===== src/rtl/riscv_pipe_pkg.sv =====
// -----------------------------------------------------------------------------
// riscv_pipe_pkg
// Shared encodings for the 5-stage RV32I pipeline control logic:
//   - register index width
//   - EX-stage operand forwarding select encoding
//   - hazard controller FSM state encoding
//   - bundled stage-control word used inside the hazard controller
// -----------------------------------------------------------------------------
package riscv_pipe_pkg;

    localparam int REG_ADDR_W = 5;

    // Operand source select for the EX-stage operand muxes
    localparam logic [1:0] FWD_RF  = 2'b00;  // register file value
    localparam logic [1:0] FWD_MEM = 2'b01;  // ALU result sitting in MEM
    localparam logic [1:0] FWD_WB  = 2'b10;  // write-back data

    // Hazard controller FSM states
    localparam logic [1:0] ST_RUN        = 2'b00;
    localparam logic [1:0] ST_LOAD_STALL = 2'b01;
    localparam logic [1:0] ST_MEM_WAIT   = 2'b10;

    // Stage-control word produced by the hazard FSM
    typedef struct packed {
        logic stall_if;
        logic stall_id;
        logic stall_ex;
        logic stall_mem;
        logic bubble_ex;
        logic bubble_wb;
        logic flush_id;
        logic flush_ex;
    } ctrl_t;

    // Pipe advances freely
    localparam ctrl_t CTRL_IDLE = '{
        stall_if: 1'b0, stall_id: 1'b0, stall_ex: 1'b0, stall_mem: 1'b0,
        bubble_ex: 1'b0, bubble_wb: 1'b0, flush_id: 1'b0, flush_ex: 1'b0
    };

    // Whole pipe frozen behind a pending data-memory access
    localparam ctrl_t CTRL_MEM_HOLD = '{
        stall_if: 1'b1, stall_id: 1'b1, stall_ex: 1'b1, stall_mem: 1'b1,
        bubble_ex: 1'b0, bubble_wb: 1'b1, flush_id: 1'b0, flush_ex: 1'b0
    };

    // Front end held for one cycle, NOP injected into EX
    localparam ctrl_t CTRL_LOAD_USE = '{
        stall_if: 1'b1, stall_id: 1'b1, stall_ex: 1'b0, stall_mem: 1'b0,
        bubble_ex: 1'b1, bubble_wb: 1'b0, flush_id: 1'b0, flush_ex: 1'b0
    };

    // Wrong-path instructions in IF/ID and ID/EX discarded
    localparam ctrl_t CTRL_FLUSH = '{
        stall_if: 1'b0, stall_id: 1'b0, stall_ex: 1'b0, stall_mem: 1'b0,
        bubble_ex: 1'b0, bubble_wb: 1'b0, flush_id: 1'b1, flush_ex: 1'b1
    };

endpackage


===== src/rtl/hazard_fwd_select.sv =====
// -----------------------------------------------------------------------------
// hazard_fwd_select
// Combinational forwarding select for one EX-stage source operand.
// Ports:
//   rs_valid          in   operand is actually read by the EX instruction
//   rs                in   operand register index
//   rd_mem, rd_wb     in   destination index of the MEM / WB instructions
//   write_enable_mem  in   MEM instruction writes rd_mem
//   write_enable_wb   in   WB instruction writes rd_wb
//   fwd_sel           out  FWD_RF / FWD_MEM / FWD_WB
// -----------------------------------------------------------------------------
module hazard_fwd_select #(
    parameter int ADDR_W = riscv_pipe_pkg::REG_ADDR_W
) (
    input  logic              rs_valid,
    input  logic [ADDR_W-1:0] rs,
    input  logic [ADDR_W-1:0] rd_mem,
    input  logic              write_enable_mem,
    input  logic [ADDR_W-1:0] rd_wb,
    input  logic              write_enable_wb,
    output logic [1:0]        fwd_sel
);
    import riscv_pipe_pkg::*;

    logic rs_nonzero_s;
    logic mem_hit_s;
    logic wb_hit_s;

    // x0 is hard-wired zero, so a write to it must never be forwarded
    assign rs_nonzero_s = (rs != {ADDR_W{1'b0}});
    assign mem_hit_s    = rs_valid & rs_nonzero_s & write_enable_mem & (rs == rd_mem);
    assign wb_hit_s     = rs_valid & rs_nonzero_s & write_enable_wb  & (rs == rd_wb);

    // MEM holds the younger result, so it wins over WB
    always_comb begin
        if (mem_hit_s) begin
            fwd_sel = FWD_MEM;
        end else if (wb_hit_s) begin
            fwd_sel = FWD_WB;
        end else begin
            fwd_sel = FWD_RF;
        end
    end

endmodule


===== src/rtl/pipeline_hazard_controller.sv =====
// -----------------------------------------------------------------------------
// pipeline_hazard_controller
// Hazard and sequencing controller for the 5-stage RV32I pipeline.
// Ports:
//   clk, rst                       clock, async active-high reset
//   rs{1,2}_valid_id, rs{1,2}_id   ID-stage source operands (load-use check)
//   rs{1,2}_valid_ex, rs{1,2}_ex   EX-stage source operands (forwarding)
//   rd_{ex,mem,wb}                 destination index per stage
//   write_enable_{ex,mem,wb}       stage writes its rd
//   is_load_ex                     EX instruction is a load
//   branch_taken_ex                EX resolved a taken branch/jump
//   mem_req_mem, mem_ready         data-memory handshake for the MEM stage
//   fwd_sel_op1, fwd_sel_op2       EX operand mux selects
//   stall_{if,id,ex,mem}           hold the stage register
//   bubble_ex, bubble_wb           NOP into ID/EX, MEM/WB
//   flush_id, flush_ex             clear IF/ID, ID/EX
//   state_o                        current FSM state
//   stall_cycles, flush_count      saturating performance counters
//   mem_timeout_err                sticky memory-timeout flag
// Control outputs are combinational from the registered state and current
// inputs so a hazard is answered in the cycle it appears.
// -----------------------------------------------------------------------------
module pipeline_hazard_controller #(
    parameter int REG_ADDR_W  = riscv_pipe_pkg::REG_ADDR_W,
    parameter int MEM_TIMEOUT = 255,
    parameter int CNT_W       = 16
) (
    input  logic                  clk,
    input  logic                  rst,
    input  logic                  rs1_valid_id,
    input  logic                  rs2_valid_id,
    input  logic [REG_ADDR_W-1:0] rs1_id,
    input  logic [REG_ADDR_W-1:0] rs2_id,
    input  logic                  rs1_valid_ex,
    input  logic                  rs2_valid_ex,
    input  logic [REG_ADDR_W-1:0] rs1_ex,
    input  logic [REG_ADDR_W-1:0] rs2_ex,
    input  logic [REG_ADDR_W-1:0] rd_ex,
    input  logic [REG_ADDR_W-1:0] rd_mem,
    input  logic [REG_ADDR_W-1:0] rd_wb,
    input  logic                  write_enable_ex,
    input  logic                  write_enable_mem,
    input  logic                  write_enable_wb,
    input  logic                  is_load_ex,
    input  logic                  branch_taken_ex,
    input  logic                  mem_req_mem,
    input  logic                  mem_ready,
    output logic [1:0]            fwd_sel_op1,
    output logic [1:0]            fwd_sel_op2,
    output logic                  stall_if,
    output logic                  stall_id,
    output logic                  stall_ex,
    output logic                  stall_mem,
    output logic                  bubble_ex,
    output logic                  bubble_wb,
    output logic                  flush_id,
    output logic                  flush_ex,
    output logic [1:0]            state_o,
    output logic [CNT_W-1:0]      stall_cycles,
    output logic [CNT_W-1:0]      flush_count,
    output logic                  mem_timeout_err
);
    import riscv_pipe_pkg::*;

    localparam int                WAIT_W     = $clog2(MEM_TIMEOUT + 1);
    localparam logic [WAIT_W-1:0] WAIT_LIMIT = WAIT_W'(MEM_TIMEOUT);
    localparam logic [CNT_W-1:0]  CNT_MAX    = {CNT_W{1'b1}};

    logic [1:0]        state_r;
    logic [1:0]        state_next_s;
    logic [WAIT_W-1:0] wait_cnt_r;
    logic [WAIT_W-1:0] wait_cnt_next_s;
    logic [CNT_W-1:0]  stall_cycles_r;
    logic [CNT_W-1:0]  flush_count_r;
    logic              timeout_err_r;

    logic [1:0]        fwd_op1_s;
    logic [1:0]        fwd_op2_s;
    logic              load_use_s;
    logic              mem_busy_s;
    logic              stall_any_s;

    ctrl_t             adv_ctrl_s;
    logic [1:0]        adv_next_s;
    logic              adv_flush_s;
    ctrl_t             ctrl_s;
    logic              flush_event_s;

    function automatic logic [CNT_W-1:0] sat_inc(input logic [CNT_W-1:0] value);
        if (value == CNT_MAX) begin
            return value;
        end else begin
            return value + CNT_W'(1);
        end
    endfunction

    hazard_fwd_select #(.ADDR_W(REG_ADDR_W)) u_fwd_op1 (
        .rs_valid         (rs1_valid_ex),
        .rs               (rs1_ex),
        .rd_mem           (rd_mem),
        .write_enable_mem (write_enable_mem),
        .rd_wb            (rd_wb),
        .write_enable_wb  (write_enable_wb),
        .fwd_sel          (fwd_op1_s)
    );

    hazard_fwd_select #(.ADDR_W(REG_ADDR_W)) u_fwd_op2 (
        .rs_valid         (rs2_valid_ex),
        .rs               (rs2_ex),
        .rd_mem           (rd_mem),
        .write_enable_mem (write_enable_mem),
        .rd_wb            (rd_wb),
        .write_enable_wb  (write_enable_wb),
        .fwd_sel          (fwd_op2_s)
    );

    assign load_use_s = is_load_ex & write_enable_ex & (rd_ex != {REG_ADDR_W{1'b0}}) &
                        ((rs1_valid_id & (rs1_id == rd_ex)) |
                         (rs2_valid_id & (rs2_id == rd_ex)));

    assign mem_busy_s = mem_req_mem & ~mem_ready;

    // Decision for any cycle in which the pipe is free to advance. A taken
    // branch beats load-use since the dependent instruction is wrong-path.
    // While in LOAD_STALL, EX carries the bubble, so a second bubble is never
    // issued back-to-back for the same load.
    always_comb begin
        adv_ctrl_s  = CTRL_IDLE;
        adv_next_s  = ST_RUN;
        adv_flush_s = 1'b0;
        if (branch_taken_ex) begin
            adv_ctrl_s  = CTRL_FLUSH;
            adv_flush_s = 1'b1;
        end else if (load_use_s && (state_r != ST_LOAD_STALL)) begin
            adv_ctrl_s = CTRL_LOAD_USE;
            adv_next_s = ST_LOAD_STALL;
        end else begin
            adv_ctrl_s = CTRL_IDLE;
        end
    end

    // FSM: a pending memory access freezes everything; a held branch is only
    // acted on in the release cycle, which goes through the normal decision.
    always_comb begin
        ctrl_s        = CTRL_IDLE;
        state_next_s  = ST_RUN;
        flush_event_s = 1'b0;
        case (state_r)
            ST_RUN, ST_LOAD_STALL: begin
                if (mem_busy_s) begin
                    ctrl_s       = CTRL_MEM_HOLD;
                    state_next_s = ST_MEM_WAIT;
                end else begin
                    ctrl_s        = adv_ctrl_s;
                    state_next_s  = adv_next_s;
                    flush_event_s = adv_flush_s;
                end
            end
            ST_MEM_WAIT: begin
                if (!mem_ready) begin
                    ctrl_s       = CTRL_MEM_HOLD;
                    state_next_s = ST_MEM_WAIT;
                end else begin
                    ctrl_s        = adv_ctrl_s;
                    state_next_s  = adv_next_s;
                    flush_event_s = adv_flush_s;
                end
            end
            default: begin
                ctrl_s       = CTRL_IDLE;
                state_next_s = ST_RUN;
            end
        endcase
    end

    assign stall_any_s = ctrl_s.stall_if | ctrl_s.stall_id | ctrl_s.stall_ex | ctrl_s.stall_mem;

    // Wait counter counts every cycle the MEM access is held, starting with
    // the cycle that enters MEM_WAIT; it saturates at the timeout limit.
    always_comb begin
        if (state_next_s == ST_MEM_WAIT) begin
            if (wait_cnt_r == WAIT_LIMIT) begin
                wait_cnt_next_s = wait_cnt_r;
            end else begin
                wait_cnt_next_s = wait_cnt_r + WAIT_W'(1);
            end
        end else begin
            wait_cnt_next_s = {WAIT_W{1'b0}};
        end
    end

    // State, wait counter, performance counters and sticky timeout flag
    always_ff @(posedge clk or posedge rst) begin
        if (rst) begin
            state_r        <= ST_RUN;
            wait_cnt_r     <= {WAIT_W{1'b0}};
            stall_cycles_r <= {CNT_W{1'b0}};
            flush_count_r  <= {CNT_W{1'b0}};
            timeout_err_r  <= 1'b0;
        end else begin
            state_r    <= state_next_s;
            wait_cnt_r <= wait_cnt_next_s;
            if (stall_any_s) begin
                stall_cycles_r <= sat_inc(stall_cycles_r);
            end else begin
                stall_cycles_r <= stall_cycles_r;
            end
            if (flush_event_s) begin
                flush_count_r <= sat_inc(flush_count_r);
            end else begin
                flush_count_r <= flush_count_r;
            end
            if (wait_cnt_next_s == WAIT_LIMIT) begin
                timeout_err_r <= 1'b1;
            end else begin
                timeout_err_r <= timeout_err_r;
            end
        end
    end

    // Reset forces a flush and masks stalls, bubbles and forwarding so the
    // pipe drains cleanly the moment rst rises.
    always_comb begin
        if (rst) begin
            stall_if    = 1'b0;
            stall_id    = 1'b0;
            stall_ex    = 1'b0;
            stall_mem   = 1'b0;
            bubble_ex   = 1'b0;
            bubble_wb   = 1'b0;
            flush_id    = 1'b1;
            flush_ex    = 1'b1;
            fwd_sel_op1 = FWD_RF;
            fwd_sel_op2 = FWD_RF;
        end else begin
            stall_if    = ctrl_s.stall_if;
            stall_id    = ctrl_s.stall_id;
            stall_ex    = ctrl_s.stall_ex;
            stall_mem   = ctrl_s.stall_mem;
            bubble_ex   = ctrl_s.bubble_ex;
            bubble_wb   = ctrl_s.bubble_wb;
            flush_id    = ctrl_s.flush_id;
            flush_ex    = ctrl_s.flush_ex;
            fwd_sel_op1 = fwd_op1_s;
            fwd_sel_op2 = fwd_op2_s;
        end
    end

    assign state_o         = state_r;
    assign stall_cycles    = stall_cycles_r;
    assign flush_count     = flush_count_r;
    assign mem_timeout_err = timeout_err_r;

endmodule


===== config.mk =====
export PLATFORM = sky130hd
export DESIGN_NAME = pipeline_hazard_controller
export DESIGN_NICKNAME = d
export VERILOG_FILES = /design/src/rtl/riscv_pipe_pkg.sv /design/src/rtl/hazard_fwd_select.sv /design/src/rtl/pipeline_hazard_controller.sv
export SDC_FILE = /design/constraint.sdc
export NUM_CORES = 1
export LEC_CHECK = 0
export BUFFER_PORTS_ARGS = -buffer_cell sky130_fd_sc_hd__buf_2
export CAP_MARGIN = 30
export CORE_AREA = 2 2 82 84
export CTS_BUF_LIST = sky130_fd_sc_hd__clkbuf_4
export DETAILED_ROUTE_END_ITERATION = 10
export DIE_AREA = 0 0 84 86
export PLACE_DENSITY = 0.71
export SLEW_MARGIN = 20
export SYNTH_ARGS = -nofsm -noshare
export SYNTH_HDL_FRONTEND = slang
export SYNTH_SLANG_ARGS = --single-unit

===== constraint.sdc =====
create_clock -name clk -period 1.9 [get_ports clk]
set_input_delay 0.095 -clock clk [delete_from_list [all_inputs] [get_ports clk]]
set_output_delay 0.095 -clock clk [all_outputs]
set_load 0.02 [all_outputs]

==> impl_metrics.ini, run 1 <==
[setup_path]
critPathRequiredTime_ns = 1.80
cp_slowest_stage_delay_ns = 0.42
r2r_setup_slack_ns = 0.07
cpMostUsedCell = buf_6
crit_buf_inv = 2
r2r_end = stall_cycles[10]
setup.worst_path.start_class = flip-flop
cp_slowest_cell = dfrtp_1
end_kind = output pin
crit_chain = nand2b_1 > nand3_2 > nor3_4 > a21boi_4 > buf_6 > nor3b_4 > buf_6
r2r-start = stall_cycles[0]
criticalPathCategory = flip-flop to output pin
arrival_ns = 1.76
cp_top_family = simple AND/OR/NAND/NOR gates
worst_r2r_path_depth = 6
cp_max_fo = 2

[sta]
tightest_slew_ns = 0.5328
max_freq_mhz = 539.2
fin_tns_setup_ns = 0
hold_viol = 0
fin_ws_ns = 0.04533
finalCriticalPeriod_ns = 1.855
rsz0062_at_grt = true
skew_ns = 0.008213
max_slew_margin_pct = 64.48
maxSlewViolCount = 0
setup_viol = 0
timing.final.crit_share_pct = 97.61

[drt]
vias = 2333
ant_nets = 0
wirelength_mm = 6.177
initialDrtViolationCount = 95
drc = 0
wire_per_inst_um = 13.73
vias_per_cell = 5.184
dr.pass1.iters = 4

[power_and_ir_drop]
p_int_mw = 1.840
switching_power_mw = 0.9902
comb_power_share_pct = 30.4
switching_share_pct = 34.98
irDropWorstVdd_mv = 0.6312
powerDensity_nw_per_um2 = 829.0
power.leakage_nw = 1.674
clock_power_share_pct = 25.7
power_mw = 2.831
p_seq_share_pct = 43.9

[grt]
antenna_found_initial = 0
grt_pass1_wl_mm = 9.984
track_usage_pct = 17.08
grt-ovfl-total = 0
grt_max_degree = 44
grt_pass1_vias = 2162

[floorplan]
row_count = 29
io_pins = 95
die_area_um2 = 7224
start_util_pct = 41.16
core_um2 = 6277
die_w_um = 84
die_y_um = 86

[logic_synthesis]
netlist_instances = 264
synth_seq_area_share_pct = 41.65
synthesis.area_um2 = 2584
synthArstFlopShare_pct = 100.0
avgSynthCellArea_um2 = 9.787
synth-warning-count = 0
syn_nets = 315
ys_ff_latch = 43
synth_ff_type = dfrtp_1
synth_edf_count = 0
ys_types = 45

[clock_tree]
cts.clk_slew.worst_paths_ns = 0.13
clkLatencyLatePin_ns = 0.37
root_buffer = clkbuf_4
cts_buffer_depth = 2
cts_tree = done
cts_made_buffers = 5
htreeDepth = 2
clock-sinks = 43

[finish]
final_common_cell = buf_2
fin_nets = 423
fin_cells = 450
synthToLayoutAreaGrowth_pct = 32.15
n_antenna_cell = 0
mostFrequentLayoutCells = 90 x buf_2, 40 x dfrtp_1, 34 x xor2_1, 27 x xnor2_1, 20 x nand2_1
fillers = 578
design_area_um2 = 3415
drive_above_1_share_pct = 37.27

[min_path]
hold_path_depth = 3
worstHoldStart = mem_ready
min_path_type = input port to flip-flop
whs_endpoint = wait_cnt_r[2]

[place]
pre_cts_slack_ns = 0.07827
port_buffers = 94
gp_congestion = 0.8266
place_hpwl_mm = 4.735
placed_area_um2 = 3157
place_inst = 434

[status]
status = finished clean

[flow_run]
maxCapViolations = 0
worst max-delay path by stage:
| stage | end | depth (start not counted) | slack (ns) | start |
|---|---|---|---|---|
| detailed placement | stall_cycles[4] | 7 | 0.08 | state_o[1] |
| global placement | stall_cycles[10] | 6 | 0.15 | stall_cycles[0] |
| floorplan | stall_cycles[1] | 7 | 0.00005 | stall_cycles[0] |
| finish | stall_id | 7 | 0.05 | state_o[0] |
| CTS | stall_if | 7 | -0.008 | state_o[0] |
| global route | stall_id | 7 | -0.1 | state_o[0] |
synth_stat cells (2+ instances only):
master    number  area, um^2
nand3_1       20       100.1
o21ai_0        5       25.02
clkbuf_1       2       7.510
and4_1         6       52.55
nor3b_1        4       30.03
and2_1         2       12.51
nand2b_1       4       25.02
inv_1          6       22.52
nor4_1         7       43.79
nor2_1        15       56.30
nor3_1        13       65.06
a21oi_1        3       15.01
or3_1          2       12.51
ha_1           3       37.54
and3_1         7       43.79
xor2_1        34       297.8
buf_4          4       30.03
nand3b_1       2       15.01
nand4_1        8       50.05
nand2_1       20       75.07
nand4b_1       2       17.52
and3b_1        2       17.52
dfrtp_1       43        1076
xnor2_1       27       236.5
or4_1          3       22.52
flip-flops by register name, summed over array words and instances, names as in the netlist:
| name | flops |
|---|---|
| flush_count | 16 |
| stall_cycles | 16 |
| wait_cnt_r | 8 |
| state_o | 2 |
| mem_timeout_err | 1 |
per-stage QoR:
step	hold WS, ns	utilization (%)
final	0.03462	54.40
after global routing	0.02021	54.40
after CTS	0.02651	53.18
after detailed placement	0.3893	50.29
after global placement	0.3866	50.29
after floorplan	0.2450	-
timing repair:
item                                    CTS  global route
pin swaps                                 4             5
hold buffers                              1             0
resized for setup                        10            13
hold endpoints to repair                 28             0
setup buffers                             4             3
endpoints found under the setup margin    3            18
cloned                                    0             0
power by group through the flow:
stage / clock network [mW] / registers (mW) / logic [mW]
5_1_grt: 0.792 / 1.27 / 0.925
3_5_place_dp: 0 / 1.26 / 0.840
2_1_floorplan: 0 / 1.42 / 0.352
3_3_place_gp: 0 / 1.25 / 0.825
4_1_cts: 0.742 / 1.24 / 0.864
6_report: 0.727 / 1.24 / 0.860
cells by family (layout without fill, tap and decap cells):
| logic type | after synthesis | in the layout | share of synthesized area [%] |
|---|---|---|---|
| and+or+nand+nor | 123 | 123 | 26.68 |
| xor gates and xnor gates | 61 | 61 | 20.68 |
| DFF | 43 | 43 | 41.65 |
| AOI/OAI and AO/OA | 17 | 17 | 5.182 |
| buffers and inverters | 14 | 123 | 2.954 |
| adders and majority gates | 3 | 3 | 1.453 |
| muxes | 3 | 3 | 1.404 |
routing by layer:
metal | global-route usage (%) | up-vias | wire (um)
li1 | - | 1141 | -
met1 | 20.78 | 1094 | 2626
met2 | 30.91 | 90 | 3131
met3 | 3.850 | 8 | 335
met4 | 3.959 | 0 | 85
met5 | 0 | - | 0
tightest hold or removal path, delay by kind of cell:
family / cells / cell delay (ns)
AO/OA/AOI/OAI: 1 / 0.11
buffers and inverters: 1 / 0.11
AND/OR/NAND/NOR: 1 / 0.06
area by class of cell:
cell class	count	area [um^2]	area share, %
clock buffer	5	37.54	1.099
clock inverter	3	67.56	1.979
inverter	6	22.52	0.6596
multi-input combinational	207	1500	43.94
sequential	43	1080	31.62
tap	77	96.34	2.822
timing repair buffer	109	610.6	17.88
(Power assumes the default switching activity.)
==> run 2: changes to the inputs <==
CTS_BUF_LIST = default   (was sky130_fd_sc_hd__clkbuf_4)
RECOVER_POWER = 25   (was default)
==> impl_metrics.ini, run 2 (synthesis gave the netlist of run 1 again) <==
[floorplan]
die_w_um = 84
io_pins = 95
die_area_um2 = 7224
start_util_pct = 41.16
die_y_um = 86
row_count = 29
core_um2 = 6277

[sta]
maxSlewViolCount = 0
timing.final.crit_share_pct = 97.53
rsz0062_at_grt = true
hold_viol = 0
finalCriticalPeriod_ns = 1.853
fin_ws_ns = 0.04699
max_slew_margin_pct = 30.26
skew_ns = 0.006800
max_freq_mhz = 539.7
tightest_slew_ns = 1.046
setup_viol = 0

[grt]
track_usage_pct = 16.91
antenna_found_initial = 0
grt_max_degree = 44
grt-ovfl-total = 0
grt_pass1_vias = 2152
grt_pass1_wl_mm = 9.908

[drt]
wirelength_mm = 6.241
drc = 0
vias = 2344
vias_per_cell = 5.209
wire_per_inst_um = 13.87
ant_nets = 0
initialDrtViolationCount = 89
dr.pass1.iters = 4

[clock_tree]
cts_made_buffers = 5
clock-sinks = 43
htreeDepth = 2
cts_tree = done
clkLatencyLatePin_ns = 0.30
root_buffer = clkbuf_8
cts.clk_slew.worst_paths_ns = 0.09
cts_buffer_depth = 2

[min_path]
min_path_type = input port to flip-flop
worstHoldStart = mem_ready

[setup_path]
cp_max_fo = 5
r2r-start = stall_cycles[0]
cp-startpoint = stall_cycles[0]
end_kind = flip-flop
arrival_ns = 2.03
setup.worst_path.start_class = flip-flop
criticalPathCategory = flip-flop to flip-flop
critPathRequiredTime_ns = 2.07

[finish]
synthToLayoutAreaGrowth_pct = 32.54
final_common_cell = buf_2
fin_nets = 423
fin_cells = 450
drive_above_1_share_pct = 37.27
n_antenna_cell = 0
mostFrequentLayoutCells = 92 x buf_2, 41 x dfrtp_1, 34 x xor2_1, 27 x xnor2_1, 20 x nand2_1

[place]
place_inst = 434
gp_congestion = 0.8266
place_hpwl_mm = 4.735
port_buffers = 94
pre_cts_slack_ns = 0.07827

[power_and_ir_drop]
powerDensity_nw_per_um2 = 867.8
power.leakage_nw = 1.685
irDropWorstVdd_mv = 0.6734
power_mw = 2.972

[status]
status = finished clean

[flow_run]
maxCapViolations = 0
-- run 2: cell types whose count changed in the layout (fill, tap and decap cells not counted), sizes merged --
cell / previous run / this run
clkbuf: 5 / 6
dlygate4sd3: 1 / 0
-- run 2: layer usage --
layer  GRT usage (%)  part of all wire (%)  wire length [um]  vias to the layer above
met1           20.76                    43              2673                     1107
met2           30.55                    51              3155                       86
li1                -                     -                 -                     1144
met4           3.519                   1.0                65                        0
met5               0                     0                 0                        -
met3           3.850                   5.5               346                        7
-- run 2: worst max-delay path: stages (launching register included) --
cell     delay [ns]
dfrtp_2        0.40
ha_1           0.21
nand3_1        0.14
or3_4          0.39
o21ai_4        0.22
buf_4          0.18
nor4_1         0.06
xor2_1         0.13
-- run 2: area by class of cell --
type	count	area, um^2
multi-input combinational	207	1494
sequential	43	1079
fill	577	2853
clock buffer	5	68.82
clock inverter	3	67.56
inverter	6	22.52
tap	77	96.34
timing repair buffer	109	596.8
-- run 2: report_power, final --
part,switching [mW],total (mW),internal (mW),leakage [nW]
Clock,0.336,0.860,0.524,0.0644
Combinational,0.501,0.865,0.364,1.07
Sequential,0.178,1.25,1.07,0.551
-- run 2: worst paths after layout --
check	depth (start not counted)	endpoint	slack (ns)
max	7	stall_cycles[10]	0.05
min	3	wait_cnt_r[2]	0.11
max reg2reg	7	stall_cycles[10]	0.05
min reg2reg	1	mem_timeout_err	0.47
max in group asynchronous	3	stall_cycles[1]	0.95
min in group asynchronous	3	wait_cnt_r[1]	0.25
-- run 2: timing repair --
action                                  CTS  global route
hold buffers                              0             0
endpoints found under the setup margin    2            16
setup buffers                             6             2
pin swaps                                 3             4
resized for setup                         7            11
-- run 2: metrics by stage --
step	TNS (ns)	hold slack (ns)	area (um^2)	utilization [%]
final	0	0.1053	3425	54.55
after global routing	-0.2326	0.1291	3425	54.55
after CTS	0	0.06982	3361	53.54
after detailed placement	0	0.3893	3157	50.29
after global placement	0	0.3866	3157	50.29
after floorplan	0	0.2450	2591	-
